--- src/rtl/hack_uart_rx.sv ---
// 8N1 serial receiver with a small byte FIFO, presenting the head byte as a
// zero-extended 16-bit Hack word plus sticky overrun / framing-error flags.
module hack_uart_rx #(
  parameter int BAUD  = 104,
  parameter int DEPTH = 4
) (
  input  logic        clk,
  input  logic        rst,
  input  logic        rx,
  input  logic        rd,
  input  logic        err_clr,
  output logic [15:0] data_out,
  output logic        empty,
  output logic        full,
  output logic        busy,
  output logic        overrun,
  output logic        frame_err
);

  localparam int DATA_W = 8;
  localparam int PW     = $clog2(DEPTH);
  localparam int CW     = PW + 1;

  localparam logic [15:0] CNT_HALF = 16'(BAUD / 2 - 1);
  localparam logic [15:0] CNT_FULL = 16'(BAUD - 1);

  typedef enum logic [2:0] {
    IDLE,
    START,
    DATA,
    STOP,
    PUSH,
    WAIT_HIGH
  } state_t;

  state_t              state, state_nxt;
  logic [15:0]         cnt, cnt_nxt;
  logic [2:0]          bit_cnt, bit_nxt;
  logic [DATA_W-1:0]   shreg, sh_nxt;
  logic                push_req, ferr_set, expired;

  logic                rx_p0, rx_s, rx_prev;

  logic [DATA_W-1:0]   mem [DEPTH];
  logic [PW-1:0]       wr_ptr, rd_ptr;
  logic [CW-1:0]       count;
  logic                wr_en, pop, ovr_set;

  // Stage p0/p1: two-flop synchronizer, plus one delayed copy for edge detect
  always_ff @(posedge clk) begin
    if (rst) begin
      rx_p0   <= 1'b1;
      rx_s    <= 1'b1;
      rx_prev <= 1'b1;
    end else begin
      rx_p0   <= rx;
      rx_s    <= rx_p0;
      rx_prev <= rx_s;
    end
  end

  assign expired = (cnt == 16'd0);

  always_ff @(posedge clk) begin
    if (rst) begin
      state   <= IDLE;
      cnt     <= 16'd0;
      bit_cnt <= 3'd0;
      shreg   <= '0;
    end else begin
      state   <= state_nxt;
      cnt     <= cnt_nxt;
      bit_cnt <= bit_nxt;
      shreg   <= sh_nxt;
    end
  end

  always_comb begin
    state_nxt = state;
    cnt_nxt   = cnt;
    bit_nxt   = bit_cnt;
    sh_nxt    = shreg;
    push_req  = 1'b0;
    ferr_set  = 1'b0;
    case (state)
      IDLE: begin
        if (rx_prev && !rx_s) begin
          state_nxt = START;
          cnt_nxt   = CNT_HALF;
        end
      end
      START: begin
        if (!expired) begin
          cnt_nxt = cnt - 16'd1;
        end else if (!rx_s) begin
          state_nxt = DATA;
          cnt_nxt   = CNT_FULL;
          bit_nxt   = 3'd0;
        end else begin
          state_nxt = IDLE;
        end
      end
      DATA: begin
        if (!expired) begin
          cnt_nxt = cnt - 16'd1;
        end else begin
          // LSB-first: each new bit enters at the top and walks down to bit 0
          sh_nxt  = {rx_s, shreg[DATA_W-1:1]};
          cnt_nxt = CNT_FULL;
          if (bit_cnt == 3'd7) begin
            state_nxt = STOP;
          end else begin
            bit_nxt = bit_cnt + 3'd1;
          end
        end
      end
      STOP: begin
        if (!expired) begin
          cnt_nxt = cnt - 16'd1;
        end else if (rx_s) begin
          state_nxt = PUSH;
        end else begin
          ferr_set  = 1'b1;
          state_nxt = WAIT_HIGH;
        end
      end
      PUSH: begin
        push_req  = 1'b1;
        state_nxt = IDLE;
      end
      WAIT_HIGH: begin
        if (rx_s) state_nxt = IDLE;
      end
      default: state_nxt = IDLE;
    endcase
  end

  // A pop in the same cycle frees the slot, so a push at full still lands
  assign wr_en   = push_req && (!full || rd);
  assign ovr_set = push_req && full && !rd;
  assign pop     = rd && !empty;

  always_ff @(posedge clk) begin
    if (rst) begin
      wr_ptr <= '0;
      rd_ptr <= '0;
      count  <= '0;
    end else begin
      if (wr_en) wr_ptr <= wr_ptr + PW'(1);
      if (pop)   rd_ptr <= rd_ptr + PW'(1);
      count <= count + CW'(wr_en) - CW'(pop);
    end
  end

  always_ff @(posedge clk) begin
    if (wr_en) mem[wr_ptr] <= shreg;
  end

  always_ff @(posedge clk) begin
    if (rst) begin
      overrun   <= 1'b0;
      frame_err <= 1'b0;
    end else begin
      overrun   <= ovr_set  | (overrun   & ~err_clr);
      frame_err <= ferr_set | (frame_err & ~err_clr);
    end
  end

  assign empty    = (count == CW'(0));
  assign full     = (count == CW'(DEPTH));
  assign busy     = (state != IDLE);
  assign data_out = empty ? 16'h0000 : {8'h00, mem[rd_ptr]};

endmodule

--- config.mk ---
export PLATFORM = sky130hd
export DESIGN_NAME = hack_uart_rx
export DESIGN_NICKNAME = d
export VERILOG_FILES = /design/src/rtl/hack_uart_rx.sv
export SDC_FILE = /design/constraint.sdc
export NUM_CORES = 1
export LEC_CHECK = 0
export CORE_MARGIN = 5
export CORE_UTILIZATION = 40
export CTS_BUF_LIST = sky130_fd_sc_hd__clkbuf_8
export CTS_CLUSTER_DIAMETER = 60
export DETAILED_ROUTE_END_ITERATION = 7
export GPL_TIMING_DRIVEN = 0
export HOLD_SLACK_MARGIN = 0.1
export PLACE_DENSITY = 0.6
export SLEW_MARGIN = 20
export SYNTH_ARGS = -nofsm -noshare
export SYNTH_HDL_FRONTEND = slang
export SYNTH_SLANG_ARGS = --single-unit
--- constraint.sdc ---
create_clock -name clk -period 3.1 [get_ports clk]
set_input_delay 0.62 -clock clk [delete_from_list [all_inputs] [get_ports clk]]
set_output_delay 0.62 -clock clk [all_outputs]
set_load 0.01 [all_outputs]
==> impl_metrics.csv <==
group,metric,value,unit
status,status,"finished clean",
synthesis,ys_seq_area_share,52.5,%
critical_path,timing.rr.start,"cnt[0]",
timing,setup_tns_after_final_layout,0,ns
clocking,cts_max_level,3,
clocking,postCtsSetupBuffers,0,
floorplanning,dieArea,10800,sq um
critical_path,crit_start,"cnt[0]",
global_routing,grt_pass1_vias,2220,
drt,firstDrtPassIters,4,
min_path,worstHoldPathType,"register to register",
timing,hold_slack,0.413,ns
timing,fin_crit,2.90,ns
power,pwr_density_cell,645,nW/um^2
placement,dp_hpwl,4770,microns
global_routing,grt_max_degree,15,
placement,final_weighted_congestion_in_routability_driven_placement,0.850,
timing,grt_setup_unrepaired,"no",
floorplanning,fp.dieH,104,microns
layout,num_antenna_cells,0,
synthesis,postSynth.topFlopCell,"dfxtp_1",
synthesis,yosysUniqueCellTypes,55,
power,peakVddDrop,0.241,mV
clocking,cts.path.max_buffers,2,
timing,timing.slew.headroom,42.1,%
global_routing,grt_overflow_total,0,
clocking,tritoncts_num_sinks,76,
synthesis,ys_ff_latch,76,
floorplanning,io_pins,26,
synthesis,synthesis.area_per_instance,11.1,sq um
critical_path,worst-path-buf-inv,2,
drt,number_of_remaining_drc_errors,0,
timing,fmax,345,MHz
flow_run,max_cap_viol_count,0,
synthesis,yosys.area.top_type,"edfxtp_1",
layout,nNetsFinal,365,
critical_path,crit_path_max_incr_delay,0.63,ns
floorplanning,initial_utilization,40.7,%
critical_path,signal_arrival_time_at_the_worst_endpoint,3.14,ns
floorplanning,coreArea,8640,sq um
synthesis,netlist_instances,317,
layout,fillers,821,
placement,place.port_buffers,16,
layout,layout_cells_sized_above_1,13.2,%
timing,min_period_over_period,93.5,%
global_routing,number_of_antenna_violations_at_the_first_check_in_global_routing,0,
timing,hold_violations,0,
drt,routed_via_density,5.16,
power,static-leakage-power,1.45,nW
timing,fin_skew,0.0113,ns
synthesis,synth-edff-count,32,
critical_path,timing.setup.critical_path_class,"register to register",
drt,via_count,2387,
min_path,timing.hold.worst.start,"rx_p0",
synthesis,yosys_warnings,0,
timing,number_of_max_slew_violations_in_the_final_report,0,
critical_path,timing.critical_path.from_type,"register",
clocking,tritoncts,"built",
synthesis,synthDominantCellAreaShare,27.4,%
drt,totalWireLength,6810,microns
synthesis,asyncSetResetFlopFracSynth,0,%
floorplanning,die_w,104,microns
clocking,cts_made_buffers,9,
clocking,clkTransAtPathRegs,0.07,ns
synthesis,synth.cell_area,3510,sq um
clocking,ctsRootBufferMaster,"clkbuf_8",
critical_path,capturing_element_type_of_the_critical_path,"register",
timing,setup_viol,0,
critical_path,timing.critical_path.required,3.35,ns
global_routing,grt_pass1_wl,11100,microns
critical_path,crit_chain,"inv_1, ha_1, or3b_1, buf_2, a2111oi_1, o311ai_1, or4_1, a221oi_1",
synthesis,post_synth_main_area_contributors,"edfxtp_1 27%, dfxtp_1 25%, mux4_2 5.1%",
critical_path,critical-path-slowest-cell,"a2111oi_1",
critical_path,reg2reg_slack,0.20,ns
drt,postRouteAntennaNets,0,
drt,drt_iter0_markers,152,
clocking,worst_skew_pair.late_latency,0.35,ns
critical_path,cpLargestDelayFamily,"compound AO/OA/AOI/OAI gates",
drt,wl_per_cell,14.7,microns
timing,worst-slew-pin-transition,0.864,ns
power,p_total,0.00263,W
global_routing,grtUsageTotal,12.7,%
floorplanning,rows,34,
layout,area_growth_syn_to_layout,16.0,%
critical_path,timing.critical_path.fanout_max,6,
## final timing paths
kind	to	cells past startpoint
setup reg to reg	cnt[10]	8
hold / removal	rx_s	1
hold reg to reg	rx_s	1
setup / recovery	cnt[10]	8
## cell usage in the layout (no fill, tap or decap), types with 3 or more instances in the layout
cell / n
xor2_1: 5
nand4_1: 7
mux4_2: 8
clkbuf_8: 9
a211oi_1: 3
nor3_1: 4
edfxtp_1: 32
a21oi_1: 9
inv_1: 11
conb_1: 8
nand2b_1: 4
nor4_1: 4
and2_1: 8
nor2_1: 31
ha_1: 9
o21ai_0: 4
or4_1: 4
buf_4: 8
or3_1: 6
dfxtp_1: 44
mux2i_1: 12
xnor2_1: 5
a311oi_1: 3
nor3b_1: 3
clkdlybuf4s50_1: 16
nand2_1: 13
nor2b_1: 14
a31oi_1: 6
clkbuf_1: 14
nand3_1: 6
or2_2: 4
## cell families after synthesis
kind of cell             after synthesis  synth area share (%)
buffers and inverters                 37                  5.10
XOR/XNOR                              10                  2.49
AND/OR/NAND/NOR                      120                  18.9
other                                  1                 0.107
adder cells (fa/ha/maj)               10                  3.78
AO/OA/AOI/OAI                         43                  8.66
flip-flops                            76                  52.5
multiplexers                          20                  8.55
## timing repair
item	4_1_cts	5_1_grt
setup endpoints to repair	9	12
hold buffers	0	0
resized for setup	1	5
## report_power, final
| part | internal, W | leakage [nW] | switching, W |
|---|---|---|---|
| clock | 0.000459 | 0.116 | 0.000371 |
| combinational | 0.000343 | 0.676 | 0.000311 |
| sequential | 0.00108 | 0.654 | 0.0000647 |
| total | 0.00188 | 1.45 | 0.000747 |
## worst reg2reg max path, stage by stage (launching register included)
cell and delay (ns):
dfxtp_1 0.33, inv_1 0.10, ha_1 0.20, or3b_1 0.34
buf_2 0.16, a2111oi_1 0.63, o311ai_1 0.31, or4_1 0.45
a221oi_1 0.28
## through the flow
step | setup slack [ns] | utilization (%) | instances | instance area (sq um)
6_report | 0.202 | 47.2 | 463 | 4070
5_1_grt | 0.0167 | 47.2 | 463 | 4070
4_1_cts | 0.00517 | 47.0 | 463 | 4060
3_5_place_dp | 0.00904 | 44.4 | 448 | 3840
3_3_place_gp | 0.0161 | 44.4 | 448 | 3830
2_1_floorplan | 0.420 | - | 324 | 3540
## sequential cells by signal, indices dropped and copies added (netlist names), named ones only
register   cells
bit_cnt        3
cnt           16
count          3
frame_err      1
mem           32
overrun        1
rd_ptr         2
rx_p0          1
rx_prev        1
rx_s           1
shreg          8
state          3
wr_ptr         2
## synthesized netlist by cell type (3+ instances only)
cell      count
dfxtp_1      44
edfxtp_1     32
nor2_1       32
clkbuf_1     15
nor2b_1      14
nand2_1      13
mux2i_1      12
inv_1        10
a21oi_1       9
ha_1          9
and2_1        8
buf_4         8
mux4_2        8
nand4_1       7
a31oi_1       6
nand3_1       6
or3_1         6
nor3_1        5
nor4_1        5
xnor2_1       5
xor2_1        5
nand2b_1      4
o21ai_0       4
or2_2         4
or4_1         4
a211oi_1      3
a311oi_1      3
nor3b_1       3
o311ai_0      3
## layout make-up
| cell class | count | area, sq um | share of cell area (%) |
|---|---|---|---|
| Sequential cell | 76 | 1840 | 45.2 |
| Multi-Input combinational cell | 211 | 1540 | 37.7 |
| Timing Repair Buffer | 16 | 160 | 3.93 |
| Buffer | 26 | 139 | 3.41 |
| Tap cell | 108 | 135 | 3.32 |
| Clock buffer | 9 | 124 | 3.04 |
| Clock inverter | 7 | 98.8 | 2.43 |
| Inverter | 10 | 37.5 | 0.922 |
## per-layer routing
| layer | up-vias | global-route usage, % | share of wire, % |
|---|---|---|---|
| li1 | 1206 | - | - |
| met1 | 1136 | 17.2 | 49 |
| met2 | 35 | 19.6 | 46 |
| met3 | 10 | 3.36 | 3.7 |
| met4 | 0 | 4.72 | 1.1 |
| met5 | - | 0 | 0 |
No activity file was read; power rests on OpenSTA's default activity.
